<file path="config.mk">
export PLATFORM = sky130hd
export DESIGN_NAME = dmem_arbiter
export DESIGN_NICKNAME = d
export VERILOG_FILES = /design/src/rtl/dmem_pkg.sv /design/src/rtl/sat_counter.sv /design/src/rtl/dmem_arbiter.sv
export SDC_FILE = /design/constraint.sdc
export NUM_CORES = 1
export LEC_CHECK = 0
export BUFFER_PORTS_ARGS = -buffer_cell sky130_fd_sc_hd__buf_2
export CORE_AREA = 2 2 97 99
export CTS_CLUSTER_DIAMETER = 60
export DETAILED_ROUTE_END_ITERATION = 10
export DIE_AREA = 0 0 99 101
export HOLD_SLACK_MARGIN = 0.06
export PLACE_DENSITY = 0.8
export REMOVE_ABC_BUFFERS = 1
export SLEW_MARGIN = 20
export SYNTH_ARGS = -nofsm -noshare
export SYNTH_HDL_FRONTEND = slang
export SYNTH_HIERARCHICAL = 1
export SYNTH_SLANG_ARGS = --single-unit
</file>
<file path="constraint.sdc">
create_clock -name clk -period 2.35 [get_ports clk]
set_input_delay 0.1175 -clock clk [delete_from_list [all_inputs] [get_ports clk]]
set_output_delay 0.1175 -clock clk [all_outputs]
set_load 0.05 [all_outputs]
</file>
<file path="src/rtl/dmem_pkg.sv">
// Shared definitions for the data-memory arbiter: state encoding, lane geometry
// and the "no write" lane-enable pattern.
package dmem_pkg;

  typedef enum logic {
    S_CPU  = 1'b0,
    S_HOST = 1'b1
  } state_t;

  localparam int unsigned LANES  = 4;
  localparam int unsigned ADDR_W = 8;
  localparam int unsigned DATA_W = 8 * LANES;

  localparam logic [LANES-1:0] WREN_NONE = 4'hF;

endpackage

</file>
<file path="src/rtl/sat_counter.sv">
// Saturating up-counter with synchronous clear; clear wins over increment.
module sat_counter #(
  parameter int unsigned   W     = 8,
  parameter logic [W-1:0]  LIMIT = '1
) (
  input  logic         clk,
  input  logic         rstd,
  input  logic         inc,
  input  logic         clr,
  output logic [W-1:0] cnt
);

  logic [W-1:0] cnt_q;
  logic [W-1:0] cnt_d;

  always_comb begin
    cnt_d = cnt_q;
    if (clr) begin
      cnt_d = '0;
    end else if (inc && (cnt_q != LIMIT)) begin
      cnt_d = cnt_q + 1'b1;
    end
  end

  always_ff @(posedge clk or negedge rstd) begin
    if (!rstd) begin
      cnt_q <= '0;
    end else begin
      cnt_q <= cnt_d;
    end
  end

  assign cnt = cnt_q;

endmodule

</file>
<file path="src/rtl/dmem_arbiter.sv">
// Two-port arbiter in front of the byte-lane data memory: CPU-priority with
// host starvation relief, plus a bounded host lock mode for burst transfers.
module dmem_arbiter
  import dmem_pkg::*;
#(
  parameter int unsigned MAX_WAIT = 4,
  parameter int unsigned MAX_LOCK = 16,
  parameter int unsigned CNT_W    = 16
) (
  input  logic              clk,
  input  logic              rstd,
  input  logic              cpu_req,
  input  logic [ADDR_W-1:0] cpu_addr,
  input  logic [DATA_W-1:0] cpu_wdata,
  input  logic [LANES-1:0]  cpu_wren_n,
  output logic              cpu_gnt,
  output logic              cpu_stall,
  output logic [DATA_W-1:0] cpu_rdata,
  input  logic              host_req,
  input  logic              host_lock,
  input  logic [ADDR_W-1:0] host_addr,
  input  logic [DATA_W-1:0] host_wdata,
  input  logic [LANES-1:0]  host_wren_n,
  output logic              host_gnt,
  output logic [DATA_W-1:0] host_rdata,
  output logic [ADDR_W-1:0] mem_addr,
  output logic [DATA_W-1:0] mem_wdata,
  output logic [LANES-1:0]  mem_wren_n,
  input  logic [DATA_W-1:0] mem_rdata,
  output logic [CNT_W-1:0]  stall_cnt
);

  localparam int unsigned WAIT_W = $clog2(MAX_WAIT + 1);
  localparam int unsigned LOCK_W = $clog2(MAX_LOCK + 1);

  state_t            state_q;
  state_t            state_d;
  logic [WAIT_W-1:0] wait_cnt;
  logic [LOCK_W-1:0] lock_cnt;
  logic              wait_max;
  logic              lock_max;
  logic              lock_clr;

  assign wait_max = (wait_cnt == WAIT_W'(MAX_WAIT));
  assign lock_max = (lock_cnt == LOCK_W'(MAX_LOCK));

  // Grants are forced low while reset is asserted so nothing reaches the lanes.
  always_comb begin
    cpu_gnt  = 1'b0;
    host_gnt = 1'b0;
    state_d  = state_q;
    if (rstd) begin
      case (state_q)
        S_CPU: begin
          if (host_req && wait_max) begin
            host_gnt = 1'b1;
          end else if (cpu_req) begin
            cpu_gnt = 1'b1;
          end else if (host_req) begin
            host_gnt = 1'b1;
          end
          if (host_gnt && host_lock) begin
            state_d = S_HOST;
          end
        end
        S_HOST: begin
          if (lock_max && cpu_req) begin
            cpu_gnt = 1'b1;
          end else if (host_req) begin
            host_gnt = 1'b1;
          end else if (cpu_req) begin
            cpu_gnt = 1'b1;
          end
          if (!host_req || !host_lock || lock_max) begin
            state_d = S_CPU;
          end
        end
        default: state_d = S_CPU;
      endcase
    end
  end

  always_ff @(posedge clk or negedge rstd) begin
    if (!rstd) begin
      state_q <= S_CPU;
    end else begin
      state_q <= state_d;
    end
  end

  assign cpu_stall = rstd & cpu_req & ~cpu_gnt;
  assign lock_clr  = (state_q == S_CPU) || (state_d == S_CPU);

  sat_counter #(.W(WAIT_W), .LIMIT(WAIT_W'(MAX_WAIT))) u_wait_cnt (
    .clk  (clk),
    .rstd (rstd),
    .inc  (host_req & ~host_gnt),
    .clr  (host_gnt | ~host_req),
    .cnt  (wait_cnt)
  );

  sat_counter #(.W(LOCK_W), .LIMIT(LOCK_W'(MAX_LOCK))) u_lock_cnt (
    .clk  (clk),
    .rstd (rstd),
    .inc  (host_gnt & (state_q == S_HOST)),
    .clr  (lock_clr),
    .cnt  (lock_cnt)
  );

  sat_counter #(.W(CNT_W), .LIMIT({CNT_W{1'b1}})) u_stall_cnt (
    .clk  (clk),
    .rstd (rstd),
    .inc  (cpu_stall),
    .clr  (1'b0),
    .cnt  (stall_cnt)
  );

  always_comb begin
    mem_addr   = '0;
    mem_wdata  = '0;
    mem_wren_n = WREN_NONE;
    if (cpu_gnt) begin
      mem_addr   = cpu_addr;
      mem_wdata  = cpu_wdata;
      mem_wren_n = cpu_wren_n;
    end else if (host_gnt) begin
      mem_addr   = host_addr;
      mem_wdata  = host_wdata;
      mem_wren_n = host_wren_n;
    end
  end

  assign cpu_rdata  = mem_rdata;
  assign host_rdata = mem_rdata;

endmodule

</file>
==> results of run 1 <==
[worst reg2reg max path: cells and delay by family (launching register included)]
| kind | cells | cell delay, ns |
|---|---|---|
| and+or+nand+nor | 5 | 1.26 |
| DFF | 1 | 0.44 |
| buffers and inverters | 2 | 0.26 |
| AOI/OAI and AO/OA | 1 | 0.17 |
[per-layer routing]
metal  wire length (µm)  up-vias  global-route usage [%]
met5                 57        -                    7.18
met4                120        3                    4.32
met3               1340       13                    11.2
met2               4860      199                    30.4
met1               4010     1231                    22.2
li1                   -     1178                       -
[cell usage after synthesis (all sizes together), types with 2 or more instances]
cell type / number / area share (%)
nand4: 9 / 2.5
dfrtp: 25 / 25
nand3: 3 / 0.59
and4: 2 / 0.78
a21oi: 15 / 3.1
mux2: 6 / 2.9
o31ai: 8 / 2.4
ha: 5 / 2.5
a22oi: 4 / 1.2
and3: 2 / 0.49
clkbuf: 4 / 0.59
inv: 16 / 2.4
mux2i: 2 / 0.78
nand2b: 5 / 1.2
a22o: 40 / 14
nand3b: 2 / 0.59
nand2: 12 / 1.8
nor2: 11 / 1.6
or4: 7 / 2.2
o21ai: 5 / 0.98
or3: 3 / 0.78
buf: 74 / 22
xor2: 2 / 0.69
nor3: 3 / 1.2
nor4: 6 / 2.6
nor2b: 7 / 1.7
[report_power, final]
part / switching, W / total, W / internal (W)
logic: 0.000369 / 0.000600 / 0.000231
registers: 0.00000661 / 0.000442 / 0.000436
clock network: 0.000148 / 0.000268 / 0.000120
[through the flow]
step	utilization (%)	setup TNS, ns
floorplan	-	-46.92
global placement	34.7	0
detailed placement	34.7	-0.0630
CTS	35.8	0
global route	37.1	-0.277
finish	37.1	0
[worst max-delay path by stage]
stage | startpoint | to | slack [ns] | cells after the start
detailed placement | u_wait_cnt/cnt[2]$_DFFE_PN0P_ | u_stall_cnt/cnt[6]$_DFFE_PN0P_ | -0.04 | 8
global route | u_lock_cnt/cnt[1]$_DFFE_PN0P_ | mem_addr[3] | -0.06 | 6
CTS | u_lock_cnt/cnt[2]$_DFFE_PN0P_ | mem_wdata[28] | 0.009 | 6
floorplan | u_lock_cnt/cnt[1]$_DFFE_PN0P_ | u_stall_cnt/cnt[11]$_DFFE_PN0P_ | -1.46 | 7
global placement | u_wait_cnt/cnt[2]$_DFFE_PN0P_ | u_stall_cnt/cnt[14]$_DFFE_PN0P_ | 0.11 | 8
finish | u_lock_cnt/cnt[1]$_DFFE_PN0P_ | mem_addr[3] | 0.04 | 6
[final cells by class]
| type | count | area, µm² | area share, % |
|---|---|---|---|
| Sequential cell | 25 | 629 | 18.9 |
| Multi-Input combinational cell | 171 | 1320 | 39.5 |
| Clock buffer | 3 | 41.3 | 1.24 |
| Clock inverter | 1 | 7.51 | 0.226 |
| Tap cell | 111 | 139 | 4.17 |
| Inverter | 16 | 60.1 | 1.80 |
| Timing Repair Buffer | 169 | 1130 | 34.1 |
[flip-flops by register name, indices dropped and copies added (netlist names)]
register and flops:
u_wait_cnt/cnt 3, u_lock_cnt/cnt 5, u_stall_cnt/cnt 16, state_q 1
[cell families (layout without fill, tap and decap cells)]
| family | after synthesis | in the layout | share of synthesized area (%) |
|---|---|---|---|
| fa+ha+maj | 5 | 5 | 2.45 |
| compound gates | 78 | 78 | 24.0 |
| simple gates | 76 | 76 | 19.5 |
| buf+inv | 94 | 189 | 25.0 |
| other cells | 1 | 2 | 0.147 |
| flops | 25 | 25 | 24.5 |
| mux | 8 | 8 | 3.73 |
| xor+xnor | 2 | 2 | 0.687 |
[what timing repair did]
item                                    CTS  global route
gates cloned                              0             0
buffers inserted                          2             1
resized for setup                         6            67
pin swaps                                 1             1
endpoints found under the setup margin   49            54
endpoints found under the hold margin    25             0
hold buffers                              1             0
==> results_dict.tcl, run 1 <==
set metrics [dict create \
    status "complete, no violations" \
    vdd_drop_max_v 0.000193 \
    ys_ff_latch 25 \
    fin_ws_ns 0.0409 \
    path_delay_family "simple AND/OR/NAND/NOR gates" \
    boundaryPins 252 \
    final_common_cell "buf_2" \
    dp_cells 488 \
    skew_ns 0.00628 \
    startpoint_type "flop" \
    antenna_found_initial 0 \
    synth_warnings 6 \
    die_h_um 101 \
    antenna_cells 0 \
    cap_violations 0 \
    rsz0062_at_grt "yes" \
    worstReg2RegStart "u_wait_cnt/cnt[1]$_DFFE_PN0P_" \
    wire_per_inst_um 20.9 \
    setup_viol_count_final 0 \
    hold_viol_final 0 \
    clk_pin_slew_ns 0.09 \
    hold_depth 3 \
    timing.rr.end "u_stall_cnt/cnt[6]$_DFFE_PN0P_" \
    grt_pass1_vias 2477 \
    coreArea_um2 8980 \
    syn2layout_area_growth_pct 30.5 \
    power.leakage_nw 1.67 \
    cts_buffers 3 \
    final_cell_mix "buf_2, a22o_1, buf_4, dfrtp_1, inv_1" \
    synth_edf_count 0 \
    fp.dieW_um 99 \
    synthFlopType "dfrtp_1" \
    postPlaceCellArea_um2 3120 \
    netlist_area_um2 2550 \
    numPortBuffers 155 \
    timing.fmax_mhz 433 \
    place.gp.congestion 0.845 \
    rr_worst_depth 8 \
    synth_cell_type_count 48 \
    fill_cells 904 \
    nNetsFinal 516 \
    cp.buffers_inverters 2 \
    arrival_ns 2.19 \
    finalCriticalPeriod_ns 2.31 \
    fin_cells 496 \
    timing.hold.ws_ns 0.122 \
    min_path_type "in2reg" \
    regToRegSetupSlack_ns 0.16 \
    totalWireLength_um 10400 \
    grt_pass1_wl_um 14500 \
    cts_buffer_depth 2 \
    cp_cell_sequence "nor4_4 -> a21oi_2 -> nor3_4 -> buf_12 -> a22o_1 -> buf_12" \
    holdCritStartpoint "host_lock" \
    crit_type "reg2out" \
    drive_above_1_share_pct 50.9 \
    yosysSeqAreaShare_pct 24.5 \
    vias 2624 \
    drtIter0Drc 131 \
    design_area_um2 3330 \
    synth_async_sr_flop_share_pct 100 \
    crit_slowest_cell "dfrtp_2" \
    dp_hpwl_um 8540 \
    hold-path-endpoint "state_q$_DFF_PN0_" \
    cts_htree_levels 1 \
    place_ws_ns -0.0444 \
    start_util_pct 28.4 \
    crit_required_ns 2.23 \
    grt_max_degree 47 \
    num_rows 35 \
    p_total_w 0.00131 \
    vias_per_cell 5.29 \
    die_area_um2 10000 \
    ant_nets 0 \
    slew_violations 0 \
    clk_latency_ns 0.27 \
    synth_cells 289 \
    powerDensity_nw_per_um2 394 \
    slowest_delay_ns 0.45 \
    worstSetupEndpointType "primary output" \
    avgSynthCellArea_um2 8.83 \
    crit_path_max_fanout 45 \
    final.period_utilization_pct 98.3 \
    dr.pass1.iters 4 \
    clock-sinks 25 \
    drc_errors 0 \
    grt_overflow 0 \
    cts-root-buf "clkbuf_8" \
    cpMostUsedCell "buf_12" \
    grt_usage_pct 19.3 \
    cts_tree "built" \
]
(Power assumes the default switching activity.)
==> run 2: changes to the inputs <==
--- a/config.mk
+++ b/config.mk
@@ -6,12 +6,13 @@
 export NUM_CORES = 1
 export LEC_CHECK = 0
 export BUFFER_PORTS_ARGS = -buffer_cell sky130_fd_sc_hd__buf_2
-export CORE_AREA = 2 2 97 99
+export CELL_PAD_IN_SITES_DETAIL_PLACEMENT = 0
+export CELL_PAD_IN_SITES_GLOBAL_PLACEMENT = 1
+export CORE_UTILIZATION = 22
 export CTS_CLUSTER_DIAMETER = 60
 export DETAILED_ROUTE_END_ITERATION = 10
-export DIE_AREA = 0 0 99 101
 export HOLD_SLACK_MARGIN = 0.06
-export PLACE_DENSITY = 0.8
+export PLACE_DENSITY = 0.9
 export REMOVE_ABC_BUFFERS = 1
 export SLEW_MARGIN = 20
 export SYNTH_ARGS = -nofsm -noshare
==> run 2 against run 1 <==
  * Cell count grew 6.0%
  * Combinational power shrank 7.8%
  * Utilization shrank 7.5 points
  * Critical endpoint is now mem_wdata[29]
  * Largest power group unchanged
  * Highest routed layer unchanged
==> results_dict.tcl, run 2 (same netlist as run 1, synthesis figures left out) <==
set metrics [dict create \
    worstReg2RegStart "u_wait_cnt/cnt[1]$_DFFE_PN0P_" \
    clock-sinks 25 \
    die_h_um 110 \
    drive_above_1_share_pct 51.0 \
    dp_hpwl_um 7590 \
    rr_worst_depth 7 \
    largest_reg_flops 16 \
    finalCriticalPeriod_ns 2.31 \
    cts_buffer_depth 2 \
    clk_pin_slew_ns 0.06 \
    worstSetupEndpointType "primary output" \
    cts_htree_levels 1 \
    startpoint_type "flop" \
    min_path_type "in2reg" \
    tightestPinTransition_ns 0.495 \
    timing.rr.end "u_stall_cnt/cnt[3]$_DFFE_PN0P_" \
    antenna_cells 0 \
    hold-path-endpoint "state_q$_DFF_PN0_" \
    cap_violations 0 \
    rsz0062_at_grt "yes" \
    grt_usage_pct 15.1 \
    boundaryPins 252 \
    cts_tree "built" \
    drc_errors 0 \
    cts-root-buf "clkbuf_16" \
    antenna_found_initial 0 \
    crit_required_ns 2.23 \
    hold_viol_final 0 \
    grt_pass1_wl_um 13600 \
    arrival_ns 2.19 \
    status "complete, no violations" \
    vias 2616 \
    coreArea_um2 11100 \
    totalWireLength_um 9560 \
    dp_cells 518 \
    place.gp.congestion 0.890 \
    fp.dieW_um 110 \
    p_clk_share_pct 27.8 \
    hold_depth 3 \
    cts_buffers 3 \
    dr.pass1.iters 4 \
    crit_path_max_fanout 23 \
    nNetsFinal 517 \
    switching_power_w 0.000515 \
    die_area_um2 12000 \
    syn2layout_area_growth_pct 28.3 \
    combinationalPowerShare_pct 40.1 \
    fill_cells 1173 \
    holdCritStartpoint "host_lock" \
    final_cell_mix "buf_2, a22o_1, dfrtp_1, inv_1" \
    grt_pass1_vias 2407 \
    crit_type "reg2out" \
    start_util_pct 23.0 \
    final_common_cell "buf_2" \
    slew_violations 0 \
    grt_overflow 0 \
    utilization_pct 29.6 \
    vias_per_cell 4.97 \
    relSlewSlack_pct 66.8 \
    numPortBuffers 155 \
    setup_viol_count_final 0 \
    p_seq_share_pct 32.1 \
    grt_max_degree 47 \
    drtIter0Drc 156 \
    clk_latency_ns 0.26 \
    timing.fmax_mhz 433 \
    final.setup.tns_ns 0 \
    skew_ns 0.00545 \
    ant_nets 0 \
    fin_cells 526 \
    switching_share_pct 37.4 \
    num_rows 38 \
    vdd_drop_max_v 0.000317 \
    regToRegSetupSlack_ns 0.09 \
    power.leakage_nw 1.66 \
    final.period_utilization_pct 98.3 \
    wire_per_inst_um 18.2 \
    powerDensity_nw_per_um2 421 \
    p_int_w 0.000863 \
]
==> run 2: changes by cell type in the layout (fill, tap and decap cells not counted), moves of 2 or more <==
| cell | delta |
|---|---|
| buf_12 | -7 |
| a22oi_2 | +2 |
| clkbuf_8 | -3 |
| a22oi_1 | -2 |
| clkbuf_4 | +5 |
| clkbuf_16 | +4 |
| buf_2 | +23 |
| buf_4 | -22 |
==> run 2: worst max path at each step <==
stage | startpoint | endpoint | slack (ns) | cells after the start
2_1_floorplan | u_lock_cnt/cnt[1]$_DFFE_PN0P_ | u_stall_cnt/cnt[11]$_DFFE_PN0P_ | -1.46 | 7
3_3_place_gp | u_wait_cnt/cnt[1]$_DFFE_PN0P_ | u_stall_cnt/cnt[6]$_DFFE_PN0P_ | -0.01 | 8
3_5_place_dp | u_wait_cnt/cnt[1]$_DFFE_PN0P_ | u_stall_cnt/cnt[12]$_DFFE_PN0P_ | -0.10 | 8
4_1_cts | u_lock_cnt/cnt[2]$_DFFE_PN0P_ | mem_wren_n[3] | 0.01 | 6
5_1_grt | u_wait_cnt/cnt[1]$_DFFE_PN0P_ | u_stall_cnt/cnt[6]$_DFFE_PN0P_ | -0.08 | 8
6_report | u_lock_cnt/cnt[2]$_DFFE_PN0P_ | mem_wdata[29] | 0.04 | 6
==> run 2: what timing repair did <==
action / in CTS / in global routing
endpoints found under the hold margin: 25 / 0
gates cloned: 0 / 1
hold buffers: 1 / 0
setup endpoints to repair: 52 / 51
buffers inserted: 1 / 1
gates resized for setup: 8 / 26
pin swaps: 1 / 1
==> run 2: routing by layer <==
metal,vias to the layer above,GRT usage [%],wire [µm]
li1,1185,-,-
met1,1213,17.9,3830
met2,206,23.0,4240
met3,8,9.43,1350
met4,4,1.33,48
met5,-,8.04,81
==> run 2: metrics by stage <==
| step | worst slack, ns | power (W) | instance area, µm² | hold slack (ns) |
|---|---|---|---|---|
| finish | 0.0397 | 0.00138 | 3270 | 0.147 |
| global route | -0.0834 | 0.00143 | 3270 | 0.178 |
| CTS | 0.0123 | 0.00137 | 3170 | 0.152 |
| detailed placement | -0.103 | 0.000977 | 3060 | -0.0130 |
| global placement | -0.0128 | 0.000969 | 3060 | -0.0227 |
| floorplan | -1.46 | 0.000782 | 1980 | -0.178 |
==> run 2: critical path, stage by stage (launching register included) <==
cell	delay [ns]
dfrtp_2	0.44
nor4_4	0.33
a21oi_2	0.12
o31a_2	0.42
clkbuf_16	0.21
a22o_1	0.19
buf_2	0.21
==> run 2: cell type report <==
type / instances / area [µm²] / area share (%)
repair buffers: 170 / 1020 / 31.1
inverters: 16 / 60.1 / 1.83
clock buffers: 3 / 75.1 / 2.29
multi-input cells: 171 / 1310 / 40.1
well taps: 140 / 175 / 5.35
clock inverters: 1 / 5.00 / 0.153
flip-flops and latches: 25 / 628 / 19.2
==> run 2: power by group through the flow <==
stage,registers (W),clock network [W],logic [W]
after floorplan,0.000455,0,0.000327
after global placement,0.000449,0,0.000520
after detailed placement,0.000450,0,0.000527
after CTS,0.000441,0.000391,0.000535
after global routing,0.000443,0.000403,0.000588
final,0.000442,0.000383,0.000553
